`src/rtl/key_event_decoder_if.sv`:
```
// Key level inputs and decoded one-cycle event pulses of key_event_decoder.
// The master drives the debounced key levels; the slave drives the event pulses.
interface key_event_decoder_if;
  logic left_flag;
  logic right_flag;
  logic left_press;
  logic right_press;
  logic left_release;
  logic right_release;
  logic left_long;
  logic right_long;
  logic left_rpt;
  logic right_rpt;
  logic both_press;

  modport master (
    output left_flag, right_flag,
    input  left_press, right_press, left_release, right_release,
    input  left_long, right_long, left_rpt, right_rpt, both_press
  );

  modport slave (
    input  left_flag, right_flag,
    output left_press, right_press, left_release, right_release,
    output left_long, right_long, left_rpt, right_rpt, both_press
  );
endinterface

```
`src/rtl/key_event_decoder.sv`:
```
// Two-key event decoder: press/release/long/auto-repeat pulses per key plus a
// two-key combo pulse; a combo locks both keys out of long/repeat until release.
module key_event_fsm #(
  parameter logic [31:0] LONG_CNT   = 32'd50_000_000,
  parameter logic [31:0] REPEAT_CNT = 32'd10_000_000
) (
  input  logic clk_50m,
  input  logic rst_n,
  input  logic flag_i,
  input  logic combo_rise_i,
  output logic press_o,
  output logic release_o,
  output logic long_o,
  output logic rpt_o
);
  typedef enum logic [1:0] {
    ST_IDLE = 2'd0,
    ST_HELD = 2'd1,
    ST_LONG = 2'd2,
    ST_LOCK = 2'd3
  } state_t;

  state_t      state_q, state_d;
  logic [31:0] cnt_q, cnt_d;
  logic        prev_q;
  logic        press_q, press_d;
  logic        release_q, release_d;
  logic        long_q, long_d;
  logic        rpt_q, rpt_d;
  logic        rise_s, fall_s;

  assign rise_s = flag_i & ~prev_q;
  assign fall_s = ~flag_i & prev_q;

  // State, hold counter, edge history and registered pulses
  always_ff @(posedge clk_50m or negedge rst_n) begin
    if (!rst_n) begin
      state_q   <= ST_IDLE;
      cnt_q     <= 32'd0;
      prev_q    <= 1'b0;
      press_q   <= 1'b0;
      release_q <= 1'b0;
      long_q    <= 1'b0;
      rpt_q     <= 1'b0;
    end else begin
      state_q   <= state_d;
      cnt_q     <= cnt_d;
      prev_q    <= flag_i;
      press_q   <= press_d;
      release_q <= release_d;
      long_q    <= long_d;
      rpt_q     <= rpt_d;
    end
  end

  // Next state and pulses; release beats combo, combo beats long/repeat
  always_comb begin
    state_d   = state_q;
    cnt_d     = cnt_q;
    press_d   = 1'b0;
    release_d = 1'b0;
    long_d    = 1'b0;
    rpt_d     = 1'b0;
    case (state_q)
      ST_IDLE: begin
        if (rise_s) begin
          press_d = 1'b1;
          cnt_d   = 32'd0;
          state_d = combo_rise_i ? ST_LOCK : ST_HELD;
        end else begin
          cnt_d   = 32'd0;
          state_d = ST_IDLE;
        end
      end
      ST_HELD: begin
        if (fall_s) begin
          release_d = 1'b1;
          cnt_d     = 32'd0;
          state_d   = ST_IDLE;
        end else if (combo_rise_i) begin
          cnt_d   = 32'd0;
          state_d = ST_LOCK;
        end else if (cnt_q == LONG_CNT - 32'd1) begin
          long_d  = 1'b1;
          cnt_d   = 32'd0;
          state_d = ST_LONG;
        end else begin
          cnt_d = cnt_q + 32'd1;
        end
      end
      ST_LONG: begin
        if (fall_s) begin
          release_d = 1'b1;
          cnt_d     = 32'd0;
          state_d   = ST_IDLE;
        end else if (combo_rise_i) begin
          cnt_d   = 32'd0;
          state_d = ST_LOCK;
        end else if (cnt_q == REPEAT_CNT - 32'd1) begin
          rpt_d = 1'b1;
          cnt_d = 32'd0;
        end else begin
          cnt_d = cnt_q + 32'd1;
        end
      end
      ST_LOCK: begin
        cnt_d = 32'd0;
        if (fall_s) begin
          release_d = 1'b1;
          state_d   = ST_IDLE;
        end else begin
          state_d = ST_LOCK;
        end
      end
      default: begin
        cnt_d   = 32'd0;
        state_d = ST_IDLE;
      end
    endcase
  end

  assign press_o   = press_q;
  assign release_o = release_q;
  assign long_o    = long_q;
  assign rpt_o     = rpt_q;
endmodule

module key_event_decoder #(
  parameter logic [31:0] LONG_CNT   = 32'd50_000_000,
  parameter logic [31:0] REPEAT_CNT = 32'd10_000_000
) (
  input logic          clk_50m,
  input logic          rst_n,
  key_event_decoder_if.slave key_bus
);
  logic combo_s, combo_rise_s;
  logic combo_prev_q, both_press_q;
  logic l_press_s, l_release_s, l_long_s, l_rpt_s;
  logic r_press_s, r_release_s, r_long_s, r_rpt_s;

  assign combo_s      = key_bus.left_flag & key_bus.right_flag;
  assign combo_rise_s = combo_s & ~combo_prev_q;

  // Combo edge history and registered combo pulse
  always_ff @(posedge clk_50m or negedge rst_n) begin
    if (!rst_n) begin
      combo_prev_q <= 1'b0;
      both_press_q <= 1'b0;
    end else begin
      combo_prev_q <= combo_s;
      both_press_q <= combo_rise_s;
    end
  end

  key_event_fsm #(.LONG_CNT(LONG_CNT), .REPEAT_CNT(REPEAT_CNT)) u_left (
    .clk_50m      (clk_50m),
    .rst_n        (rst_n),
    .flag_i       (key_bus.left_flag),
    .combo_rise_i (combo_rise_s),
    .press_o      (l_press_s),
    .release_o    (l_release_s),
    .long_o       (l_long_s),
    .rpt_o        (l_rpt_s)
  );

  key_event_fsm #(.LONG_CNT(LONG_CNT), .REPEAT_CNT(REPEAT_CNT)) u_right (
    .clk_50m      (clk_50m),
    .rst_n        (rst_n),
    .flag_i       (key_bus.right_flag),
    .combo_rise_i (combo_rise_s),
    .press_o      (r_press_s),
    .release_o    (r_release_s),
    .long_o       (r_long_s),
    .rpt_o        (r_rpt_s)
  );

  assign key_bus.left_press    = l_press_s;
  assign key_bus.left_release  = l_release_s;
  assign key_bus.left_long     = l_long_s;
  assign key_bus.left_rpt      = l_rpt_s;
  assign key_bus.right_press   = r_press_s;
  assign key_bus.right_release = r_release_s;
  assign key_bus.right_long    = r_long_s;
  assign key_bus.right_rpt     = r_rpt_s;
  assign key_bus.both_press    = both_press_q;
endmodule

```
`src/flat_wrapper.sv`:
```
// flat-port wrapper written by rule: the top's interface ports become plain ports
module key_event_decoder_flat 
#(
  parameter logic [31:0] LONG_CNT   = 32'd50_000_000,
  parameter logic [31:0] REPEAT_CNT = 32'd10_000_000
)
  (clk_50m, rst_n, key_bus_left_flag, key_bus_right_flag, key_bus_left_press, key_bus_right_press, key_bus_left_release, key_bus_right_release, key_bus_left_long, key_bus_right_long, key_bus_left_rpt, key_bus_right_rpt, key_bus_both_press);
  key_event_decoder_if key_bus_i ();
  input logic clk_50m;
  input logic rst_n;
  input wire logic [$bits(key_bus_i.left_flag)-1:0] key_bus_left_flag;
  input wire logic [$bits(key_bus_i.right_flag)-1:0] key_bus_right_flag;
  output wire logic [$bits(key_bus_i.left_press)-1:0] key_bus_left_press;
  output wire logic [$bits(key_bus_i.right_press)-1:0] key_bus_right_press;
  output wire logic [$bits(key_bus_i.left_release)-1:0] key_bus_left_release;
  output wire logic [$bits(key_bus_i.right_release)-1:0] key_bus_right_release;
  output wire logic [$bits(key_bus_i.left_long)-1:0] key_bus_left_long;
  output wire logic [$bits(key_bus_i.right_long)-1:0] key_bus_right_long;
  output wire logic [$bits(key_bus_i.left_rpt)-1:0] key_bus_left_rpt;
  output wire logic [$bits(key_bus_i.right_rpt)-1:0] key_bus_right_rpt;
  output wire logic [$bits(key_bus_i.both_press)-1:0] key_bus_both_press;
  assign key_bus_i.left_flag = key_bus_left_flag;
  assign key_bus_i.right_flag = key_bus_right_flag;
  assign key_bus_left_press = key_bus_i.left_press;
  assign key_bus_right_press = key_bus_i.right_press;
  assign key_bus_left_release = key_bus_i.left_release;
  assign key_bus_right_release = key_bus_i.right_release;
  assign key_bus_left_long = key_bus_i.left_long;
  assign key_bus_right_long = key_bus_i.right_long;
  assign key_bus_left_rpt = key_bus_i.left_rpt;
  assign key_bus_right_rpt = key_bus_i.right_rpt;
  assign key_bus_both_press = key_bus_i.both_press;
  key_event_decoder #(.LONG_CNT(LONG_CNT), .REPEAT_CNT(REPEAT_CNT)) u_core (.clk_50m(clk_50m), .rst_n(rst_n), .key_bus(key_bus_i));
endmodule
```
`config.mk`:
```
export PLATFORM = sky130hd
export DESIGN_NAME = key_event_decoder_flat
export DESIGN_NICKNAME = d
export VERILOG_FILES = /design/src/rtl/key_event_decoder_if.sv /design/src/rtl/key_event_decoder.sv /design/src/flat_wrapper.sv
export SDC_FILE = /design/constraint.sdc
export NUM_CORES = 1
export LEC_CHECK = 0
export ABC_CLOCK_PERIOD_IN_PS = 4150
export BUFFER_PORTS_ARGS = -buffer_cell sky130_fd_sc_hd__buf_2
export CORE_MARGIN = 8
export CORE_UTILIZATION = 55
export CTS_CLUSTER_SIZE = 30
export DETAILED_ROUTE_END_ITERATION = 10
export PLACE_DENSITY = 0.72
export SYNTH_ARGS = -nofsm -noshare
export SYNTH_HDL_FRONTEND = slang
export SYNTH_SLANG_ARGS = --single-unit
export TNS_END_PERCENT = 30
```
`constraint.sdc`:
```
create_clock -name clk_50m -period 4.15 [get_ports clk_50m]
set_clock_uncertainty 0.1 [all_clocks]
set_input_delay 0.6225 -clock clk_50m [delete_from_list [all_inputs] [get_ports clk_50m]]
set_output_delay 0.6225 -clock clk_50m [all_outputs]
set_load 0.03 [all_outputs]
```
# Yosys cells after proc, flatten, opt, wreduce, memory -nomap -nowiden
# Index checks and enable logic that the tools add are counted.
# W data, S select, Z words.
[op_classes]
add_sub_neg = 2
eq_ne = 14
n_mux = 54
bitwise = 11
reduce_logical = 8
[op_table]
columns = ["cell", "n"]
rows = [
  ["$mux W32", 12],
  ["$pmux W32 S3", 2],
  ["$add A32 B1 Y32 const B", 2],
  ["$eq A32 B24 Y1 const B", 2],
  ["$eq A32 B26 Y1 const B", 2],
  ["$mux W2", 14],
  ["$mux W1", 24],
  ["$pmux W2 S4", 2],
  ["$eq A2 B2 Y1 const B", 4],
  ["$ne A4 B3 Y1 const B", 2],
  ["$and A1 B1 Y1", 6],
  ["$ne A3 B2 Y1 const B", 2],
  ["$reduce_or A3 Y1", 2],
  ["$not A1 Y1", 5],
  ["$eq A2 B1 Y1 const B", 2],
  ["$logic_not A2 Y1", 2],
  ["$reduce_and A2 Y1", 2],
  ["$reduce_or A2 Y1", 2],
]
[totals]
register_bits = 80
input_bits = 4
out_inout_bits = 9
word_cells = 105

# Depth between registers and ports, before layout
# Gate-level depths: netlist (run 1).
[logic_depth]
word_depth = 5
ltp_mapped = 7
depth_no_buf = 6

# Cells and area by module
# Synthesis (run 1) repeated with hierarchy kept, for this count alone.
[hier_totals]
hier_cells = 418
area_unflattened_um2 = 4086.4
[modules_own_cells]
columns = ["mod", "n_inst", "cells_per_inst", "area_per_inst_um2", "seq_area_each_um2"]
rows = [
  ["key_event_fsm (u_core.u_left)", 1, 204, 2021.9, 975.9],
  ["key_event_fsm (u_core.u_right)", 1, 210, 1999.4, 975.9],
  ["key_event_decoder", 1, 4, 65.1, 50.0],
]

# Worst setup path after synthesis (run 1)
# No wires, ideal clock.
[synth_timing]
path_type = "register to register"
from = "register u_core.u_left.cnt_q[7]"
to = "register u_core.u_left.cnt_q[24]"
setup_time_ps = 119
arrival_ps = 1712
required_ps = 3931
slack_ps = 2219
stages_incl_launch_ff = 7
path_buffers = 1
period_less_slack_ps = 1931
path_cell_list = "dfrtp_1 > or3_1 > nor4_2 > nand4_2 > a221oi_4 > buf_6 > nor2_1"
[synth_via]
elab_chain_cells = 5
elab_cells_between_ends = 10
classes_between = "add/sub: 1; eq/ne: 2; mux: 7"
[synth_lines]
columns = ["item", "line_no", "rtl"]
rows = [
  ["start, declared", "key_event_decoder.sv:24", "logic [31:0] cnt_q, cnt_d;"],
  ["start signal, assigned", "key_event_decoder.sv:47", "cnt_q <= cnt_d;"],
  ["$add A32 B1 Y32, or another cell as far along", "key_event_decoder.sv:88, key_event_decoder.sv:103", ""],
  ["$mux W32 (on tied branches)", "key_event_decoder.sv:99, key_event_decoder.sv:83", ""],
  ["$mux W32 (on tied branches)", "key_event_decoder.sv:96, key_event_decoder.sv:80", ""],
  ["$mux W32 (on tied branches)", "key_event_decoder.sv:92, key_event_decoder.sv:76", ""],
  ["$pmux W32 S3 (*)", "key_event_decoder.sv:64", "case (state_q)"],
  ["net u_core.u_left.cnt_d[24]", "key_event_decoder.sv:24", ""],
]
# Mark *: on every way through the listed nets, which the timed path passes. The rest lies on a longest branch.
# A chain may end at the register's enable or synchronous reset.

# Final worst setup path (run 1)
[layout_timing]
from = "register u_core.u_right.cnt_q[0]"
to = "register u_core.u_right.cnt_q[20]"
[layout_via]
elab_chain_cells = 5
elab_cells_between_ends = 10
classes_between = "add/sub: 1; eq/ne: 2; mux: 7"
[layout_lines]
columns = ["item", "line_no"]
rows = [
  ["start, declared", "key_event_decoder.sv:24"],
  ["start signal, assigned", "key_event_decoder.sv:47"],
  ["$add A32 B1 Y32, or another cell as far along", "key_event_decoder.sv:88, key_event_decoder.sv:103"],
  ["$mux W32 (on tied branches)", "key_event_decoder.sv:99, key_event_decoder.sv:83"],
  ["$mux W32 (on tied branches)", "key_event_decoder.sv:96, key_event_decoder.sv:80"],
  ["$mux W32 (on tied branches)", "key_event_decoder.sv:92, key_event_decoder.sv:76"],
  ["$pmux W32 S3 (*)", "key_event_decoder.sv:64"],
  ["net u_core.u_right.cnt_d[20]", "key_event_decoder.sv:24"],
]
# Marked as above.

==> impl_metrics.json, run 1 <==
{
  "die-area_um2": 10100,
  "drive_above_1_share": 0.0881,
  "die_y_um": 101,
  "area_growth_pct": 7.83,
  "worst_slew_pin_slew_ns": 0.973,
  "die_w_um": 101,
  "design_area_um2": 4260,
  "syn_inst": 402,
  "peakVddDrop_v": 0.000176,
  "timing.fmax_ghz": 0.443,
  "grt_usage": 0.165,
  "final_cells": 519,
  "tns_ns": 0,
  "wl_per_cell_um": 14.7,
  "p_sw_frac": 0.300,
  "nNetsFinal": 421,
  "clock_latency_ns": 0.35,
  "p_leak_nw": 1.81,
  "grt_pass1_vias": 2920,
  "combinationalPowerShare": 0.115,
  "holdCritPathClass": "input pin to async pin",
  "finalSetupViolCount": 0,
  "post_cts_resized": 0,
  "cts_tree": "built",
  "rows": 31,
  "maxSlewViolCount": 0,
  "power.net_switching_mw": 0.470,
  "gr-total-overflow": 0,
  "grt_pass1_wl_mm": 13.5,
  "place_ws_ns": 1.89,
  "start_util": 0.556,
  "status": "complete, no violations",
  "cp-start-kind": "flop",
  "clockPowerShare": 0.344,
  "wl_mm": 7.61,
  "htree_levels": 3,
  "drt_first_pass_iters": 4,
  "core_um2": 7100,
  "antenna_found_initial": 0,
  "syn-cell-area_um2": 3950,
  "arrival_ns": 2.38,
  "drv_cap": 0,
  "rsz0062_at_grt": "false",
  "yosysWarnings": 0,
  "power_mw": 1.56,
  "io_pins": 13,
  "ant_nets": 0,
  "numCtsBuffers": 9,
  "hold_viol": 0,
  "n_antenna_cell": 0,
  "end_kind": "flop",
  "holdBufCountCts": 0,
  "worst_slack_ns": 1.89,
  "power.density_nw_per_um2": 367,
  "period_share": 0.544,
  "dpl.hpwl_mm": 5.02,
  "avgSynthCellArea_um2": 9.82,
  "clk_pin_slew_ns": 0.08,
  "placed_area_um2": 4070,
  "seq_area_frac_synth": 0.507,
  "finalCoreUtilization": 0.600,
  "synth_seq_cells": 80,
  "gp_congestion": 0.824,
  "syn_nets": 408,
  "power.internal_mw": 1.09,
  "worstPathRequired_ns": 4.27,
  "clock-sinks": 80,
  "cts_setup_buffers": 0,
  "grt_max_degree": 81,
  "synth.distinct_cells": 35,
  "relSlewSlack": 0.352,
  "cts_buffer_depth": 2,
  "drc": 0,
  "period_needed_ns": 2.26,
  "post-place-cells": 503,
  "p_seq_frac": 0.541,
  "clockRootBuffer": "clkbuf_8",
  "port_buffers": 12,
  "crit_path_max_fanout": 32,
  "vias_per_cell": 5.68,
  "holdWs_ns": 0.331,
  "drtIter0Drc": 92,
  "num_vias": 2948,
  "crit_type": "flop to flop"
}
-- final cells by class --
type | instances | area [um2]
Clock buffer | 9 | 124
Multi-Input combinational cell | 304 | 1850
Clock inverter | 7 | 58.8
Inverter | 6 | 22.5
Timing Repair Buffer | 14 | 77.6
Fill cell | 614 | 2840
Tap cell | 99 | 124
Sequential cell | 80 | 2000
-- layout by cell type (no fill, tap or decap) --
cell type,Yosys,routed
or2_1,1,1
inv_1,6,6
nand4_1,31,31
o22ai_1,1,1
a221oi_4,1,1
nor4_1,10,10
xor2_1,45,45
ha_1,2,2
nor4bb_1,1,1
nor4b_1,5,5
and3_1,12,12
o21ai_0,2,2
clkinv_4,0,1
nand3b_1,1,1
nor2b_1,3,3
and4_1,3,3
nand4_2,2,2
and2_1,4,4
nand3_1,28,28
buf_4,0,3
nor2_1,89,89
nand2_1,16,16
nor4_2,3,3
a21oi_2,1,1
o41a_1,2,2
nor3b_1,1,1
a21oi_1,8,8
nand2b_1,3,3
nand4b_1,3,3
dfrtp_1,80,80
inv_6,0,4
clkbuf_8,0,9
clkinvlp_4,0,2
xnor2_1,17,17
buf_2,5,11
nor3_1,7,7
or3_1,2,2
-- power groups by stage --
stage	Clock (mW)	Sequential, mW	Combinational, mW
2_1_floorplan	0	0.853	0.150
3_3_place_gp	0	0.858	0.180
3_5_place_dp	0	0.860	0.184
4_1_cts	0.550	0.844	0.184
5_1_grt	0.581	0.851	0.207
6_report	0.538	0.846	0.180
-- synthesized netlist by cell type (all sizes together) --
cell type | number | area share
nor2 | 89 | 0.085
dfrtp | 80 | 0.51
xor2 | 45 | 0.10
nand4 | 33 | 0.055
nand3 | 28 | 0.035
xnor2 | 17 | 0.038
nand2 | 16 | 0.015
nor4 | 13 | 0.025
and3 | 12 | 0.019
a21oi | 9 | 0.012
buf | 8 | 0.015
nor3 | 7 | 0.0089
inv | 6 | 0.0057
nor4b | 5 | 0.011
and2 | 4 | 0.0063
clkbuf | 4 | 0.0041
and4 | 3 | 0.0067
nand2b | 3 | 0.0048
nand4b | 3 | 0.0067
nor2b | 3 | 0.0048
ha | 2 | 0.0063
o21ai | 2 | 0.0025
o41a | 2 | 0.0057
or3 | 2 | 0.0032
a221oi | 1 | 0.0067
nand3b | 1 | 0.0019
nor3b | 1 | 0.0019
nor4bb | 1 | 0.0025
o22ai | 1 | 0.0016
or2 | 1 | 0.0016
-- routing by layer --
| layer | vias to the layer above | routed length (um) | part of all wire | global-route usage |
|---|---|---|---|---|
| li1 | 1423 | - | - | - |
| met1 | 1468 | 3490 | 0.46 | 0.207 |
| met2 | 45 | 3720 | 0.49 | 0.268 |
| met3 | 12 | 257 | 0.034 | 0.0290 |
| met4 | 0 | 133 | 0.017 | 0.0791 |
| met5 | - | 0 | 0 | 0 |
-- flip-flops by register name (all words and copies together) (netlist names) --
name / flops
u_core.combo_prev_q: 1
u_core.key_bus.both_press: 1
u_core.u_left.cnt_q: 32
u_core.u_left.long_o: 1
u_core.u_left.press_o: 1
u_core.u_left.prev_q: 1
u_core.u_left.release_o: 1
u_core.u_left.rpt_o: 1
u_core.u_left.state_q: 2
u_core.u_right.cnt_q: 32
u_core.u_right.long_o: 1
u_core.u_right.press_o: 1
u_core.u_right.prev_q: 1
u_core.u_right.release_o: 1
u_core.u_right.rpt_o: 1
u_core.u_right.state_q: 2
-- final timing paths --
check | start | end | slack, ns | depth (start not counted)
min in group clk_50m | key_bus_left_flag | u_core.u_left.prev_q | 0.34 | 1
hold reg to reg | u_core.u_left.cnt_q[0] | u_core.u_left.cnt_q[0] | 0.40 | 1
hold / removal | rst_n | u_core.u_right.cnt_q[8] | 0.33 | 1
setup / recovery | u_core.u_right.cnt_q[0] | u_core.u_right.cnt_q[20] | 1.89 | 7
setup reg to reg | u_core.u_right.cnt_q[0] | u_core.u_right.cnt_q[20] | 1.89 | 7
max in group asynchronous | rst_n | u_core.u_left.cnt_q[31] | 3.01 | 1
-- cell families (layout without fill, tap and decap cells) --
| logic type | count (synthesis) | count (layout) | share of synthesized area |
|---|---|---|---|
| fa+ha+maj | 2 | 2 | 0.00634 |
| compound gates | 15 | 15 | 0.0288 |
| simple gates | 225 | 225 | 0.295 |
| xor+xnor | 62 | 62 | 0.138 |
| flops | 80 | 80 | 0.507 |
| buf+inv | 18 | 36 | 0.0247 |
-- critical path, cell delays in order, from the launching register on --
cell and delay, ns:
dfrtp_1 0.40, ha_1 0.28, nand4_1 0.12, nor4b_1 0.40, nand4_1 0.23, a21oi_2 0.18
buf_4 0.32, nor2_1 0.09
No activity file was read; power rests on OpenSTA's default activity.
==> run 2: changes to the inputs <==
--- a/config.mk
+++ b/config.mk
@@ -5,13 +5,14 @@
 export SDC_FILE = /design/constraint.sdc
 export NUM_CORES = 1
 export LEC_CHECK = 0
-export ABC_CLOCK_PERIOD_IN_PS = 4150
+export ABC_AREA = 1
+export ABC_CLOCK_PERIOD_IN_PS = 2000
 export BUFFER_PORTS_ARGS = -buffer_cell sky130_fd_sc_hd__buf_2
 export CORE_MARGIN = 8
 export CORE_UTILIZATION = 55
 export CTS_CLUSTER_SIZE = 30
 export DETAILED_ROUTE_END_ITERATION = 10
-export PLACE_DENSITY = 0.72
+export PLACE_DENSITY = 0.74
 export SYNTH_ARGS = -nofsm -noshare
 export SYNTH_HDL_FRONTEND = slang
 export SYNTH_SLANG_ARGS = --single-unit
==> constraint.sdc (replaced) <==
create_clock -name clk_50m -period 2 [get_ports clk_50m]
set_clock_uncertainty 0.1 [all_clocks]
set_input_delay 0.3 -clock clk_50m [delete_from_list [all_inputs] [get_ports clk_50m]]
set_output_delay 0.3 -clock clk_50m [all_outputs]
set_load 0.03 [all_outputs]
==> run 2 against run 1 <==
Count of clock-buffer cells in the layout unchanged. Non-clock buffer count up 12. Maximum frequency up 21%. Largest power group unchanged. Critical path type unchanged. Wire length up 46%. Via count up 35%.
==> impl_metrics.json, run 2 <==
{
  "synth_seq_cells": 80,
  "fillers": 742,
  "met3WireLength_um": 383,
  "synth.distinct_cells": 30,
  "path_delay_family": "simple AND/OR/NAND/NOR gates",
  "antenna_found_initial": 0,
  "synth_edf_count": 0,
  "period_share": 0.935,
  "final_common_cell": "nand2_1",
  "worst_slack_ns": 0.129,
  "drive_above_1_share": 0.113,
  "yosysMostFrequentCell": "nand2_1",
  "grt_max_degree": 56,
  "yosysTopAreaCell": "dfrtp_1",
  "drtIter0Drc": 173,
  "path_cells": "ha_4, nand2_2, nor2_4, nand2_2, nor2_4, nand3_1, nand2_2, nand2_4, inv_6, buf_12, nor2_1",
  "rrSetupSlack_ns": 0.13,
  "final_cell_mix": "nand2_1, nor2_1, inv_1",
  "endpoint": "u_core.u_right.cnt_q[10]",
  "clock-sinks": 80,
  "drc": 0,
  "power.density_nw_per_um2": 798,
  "top_regs": "u_core.u_left.cnt_q x32, u_core.u_right.cnt_q x32",
  "drt_first_pass_iters": 4,
  "start_util": 0.569,
  "wl_mm": 11.1,
  "synthAdderAreaFrac": 0.00535,
  "timing.fmax_ghz": 0.534,
  "arrival_ns": 2.02,
  "relSlewSlack": 0.691,
  "cts_buffer_depth": 2,
  "r2r_end": "u_core.u_right.cnt_q[10]",
  "drv_cap": 0,
  "crit_type": "flop to flop",
  "gp_congestion": 1.05,
  "status": "complete, no violations",
  "gr-total-overflow": 0,
  "cts_tree": "built",
  "ys.flop_type": "dfrtp_1",
  "synth_compound_area_frac": 0.0139,
  "die_y_um": 108,
  "syn_nets": 651,
  "post-place-cells": 763,
  "worst_slew_pin_slew_ns": 0.462,
  "synthTopCellsByArea": "dfrtp_1, nand2_1, nor2_1",
  "grt_usage": 0.201,
  "synth-simple-area-share": 0.396,
  "area_growth_pct": 12.1,
  "p_leak_nw": 2.36,
  "clockRootBuffer": "clkbuf_8",
  "cp_slowest_stage_delay_ns": 0.43,
  "grt_pass1_vias": 4071,
  "synthXorXnorAreaFrac": 0.0655,
  "cp_num_buf_inv": 2,
  "multiInputGateArea_um2": 2280,
  "top_layer": "met4",
  "placed_area_um2": 4900,
  "syn-cell-area_um2": 4680,
  "num_vias": 3969,
  "path_depth": 11,
  "worstSetupStartpoint": "u_core.u_right.cnt_q[0]",
  "final_cells": 785,
  "end_kind": "flop",
  "routed-wl-met2_mm": 5.65,
  "synth_top_family_by_area": "simple AND/OR/NAND/NOR gates",
  "nNetsFinal": 681,
  "port_buffers": 12,
  "design_area_um2": 5240,
  "crit_top_cell": "nand2_2",
  "seq_area_frac_synth": 0.428,
  "async_reset_ff_frac": 1.00,
  "clock_latency_ns": 0.36,
  "worstPathRequired_ns": 2.15,
  "peakVddDrop_v": 0.000593,
  "n_antenna_cell": 0,
  "met1_length_mm": 4.72,
  "grt_pass1_wl_mm": 18.7,
  "clk_pin_slew_ns": 0.10,
  "place_ws_ns": 0.0927,
  "numCtsBuffers": 9,
  "die-area_um2": 11700,
  "rows": 33,
  "vias_per_cell": 5.06,
  "rr_worst_depth": 11,
  "muxShareOfSynthArea": 0,
  "finalSetupViolCount": 0,
  "yosys.area.top_type_share": 0.428,
  "ant_nets": 0,
  "period_needed_ns": 1.87,
  "slowest_stage": "dfrtp_1",
  "holdCritPathClass": "input pin to async pin",
  "maxSlewViolCount": 0,
  "crit_path_max_fanout": 15,
  "r2r-start": "u_core.u_right.cnt_q[0]",
  "yosysWarnings": 0,
  "avgSynthCellArea_um2": 7.25,
  "cp-start-kind": "flop",
  "core_um2": 8220,
  "hold_viol": 0,
  "wl_per_cell_um": 14.2,
  "io_pins": 13,
  "dpl.hpwl_mm": 8.43,
  "yosys-top-cells-count": "nand2_1, nor2_1, inv_1, dfrtp_1, nand3_1",
  "htree_levels": 3,
  "register_area_um2": 2000,
  "syn_inst": 645,
  "die_w_um": 108
}
[run 2: changes by cell type after synthesis, moves of 6 or more]
cell,before,now
nor3_1,7,17
nor4_1,10,3
nand3_1,28,36
xnor2_1,17,7
and3_1,12,0
xor2_1,45,28
nor2_1,89,156
a21oi_1,8,2
nand2_1,16,164
nor2_4,0,12
inv_1,6,87
nand4_1,31,12
[run 2: timing repair]
action / in CTS / in global routing
hold endpoints to repair: 27 / 0
hold buffers: 3 / 0
resized for setup: 0 / 8
setup endpoints to repair: 0 / 53
buffers inserted: 0 / 2
[run 2: worst reg2reg max path: cells and delay by family, from the launching register on]
family                     cells  cell delay [ns]
adders and majority gates      1             0.17
buffers and inverters          2             0.27
DFF                            1             0.43
and+or+nand+nor                8             0.78
[run 2: power breakdown]
group          internal [mW]  leakage (nW)  switching, mW  total, mW
combinational          0.371          1.15          0.617      0.988
clock                  0.729         0.118          0.680       1.41
sequential              1.71          1.10         0.0816       1.79
[run 2: final cells by class]
| type | count | share of cell area |
|---|---|---|
| multi-input cells | 465 | 0.435 |
| flip-flops and latches | 80 | 0.382 |
| inverters | 93 | 0.0675 |
| repair buffers | 26 | 0.0463 |
| well taps | 105 | 0.0251 |
| clock buffers | 9 | 0.0236 |
| clock inverters | 7 | 0.0212 |
[run 2: cells by family (layout without fill, tap and decap cells)]
family	count (synthesis)	after routing
flops	80	80
compound gates	10	10
buf+inv	100	135
simple gates	418	418
xor+xnor	35	35
fa+ha+maj	2	2
[run 2: stage by stage]
stage	TNS, ns	power (mW)	hold WS [ns]	utilization
after floorplan	0	2.50	-0.0956	-
after global placement	0	2.66	0.126	0.597
after detailed placement	0	2.69	0.133	0.597
after CTS	0	4.10	0.289	0.629
after global routing	-0.0155	4.37	0.319	0.638
final	0	4.19	0.288	0.638
[run 2: worst min-delay path by stage]
stage,startpoint,cells past startpoint,slack (ns),to
detailed placement,rst_n,1,0.13,u_core.u_left.cnt_q[29]
global route,rst_n,2,0.32,u_core.u_left.cnt_q[29]
floorplan,rst_n,0,-0.1,u_core.combo_prev_q
CTS,rst_n,2,0.29,u_core.u_left.cnt_q[23]
global placement,rst_n,1,0.13,u_core.u_left.cnt_q[23]
finish,rst_n,2,0.29,u_core.u_left.cnt_q[23]
[run 2: routing by layer]
metal | up-vias | GRT usage
met1 | 1837 | 0.237
met5 | - | 0
met4 | 0 | 0.107
met2 | 75 | 0.344
met3 | 28 | 0.0321
li1 | 2029 | -
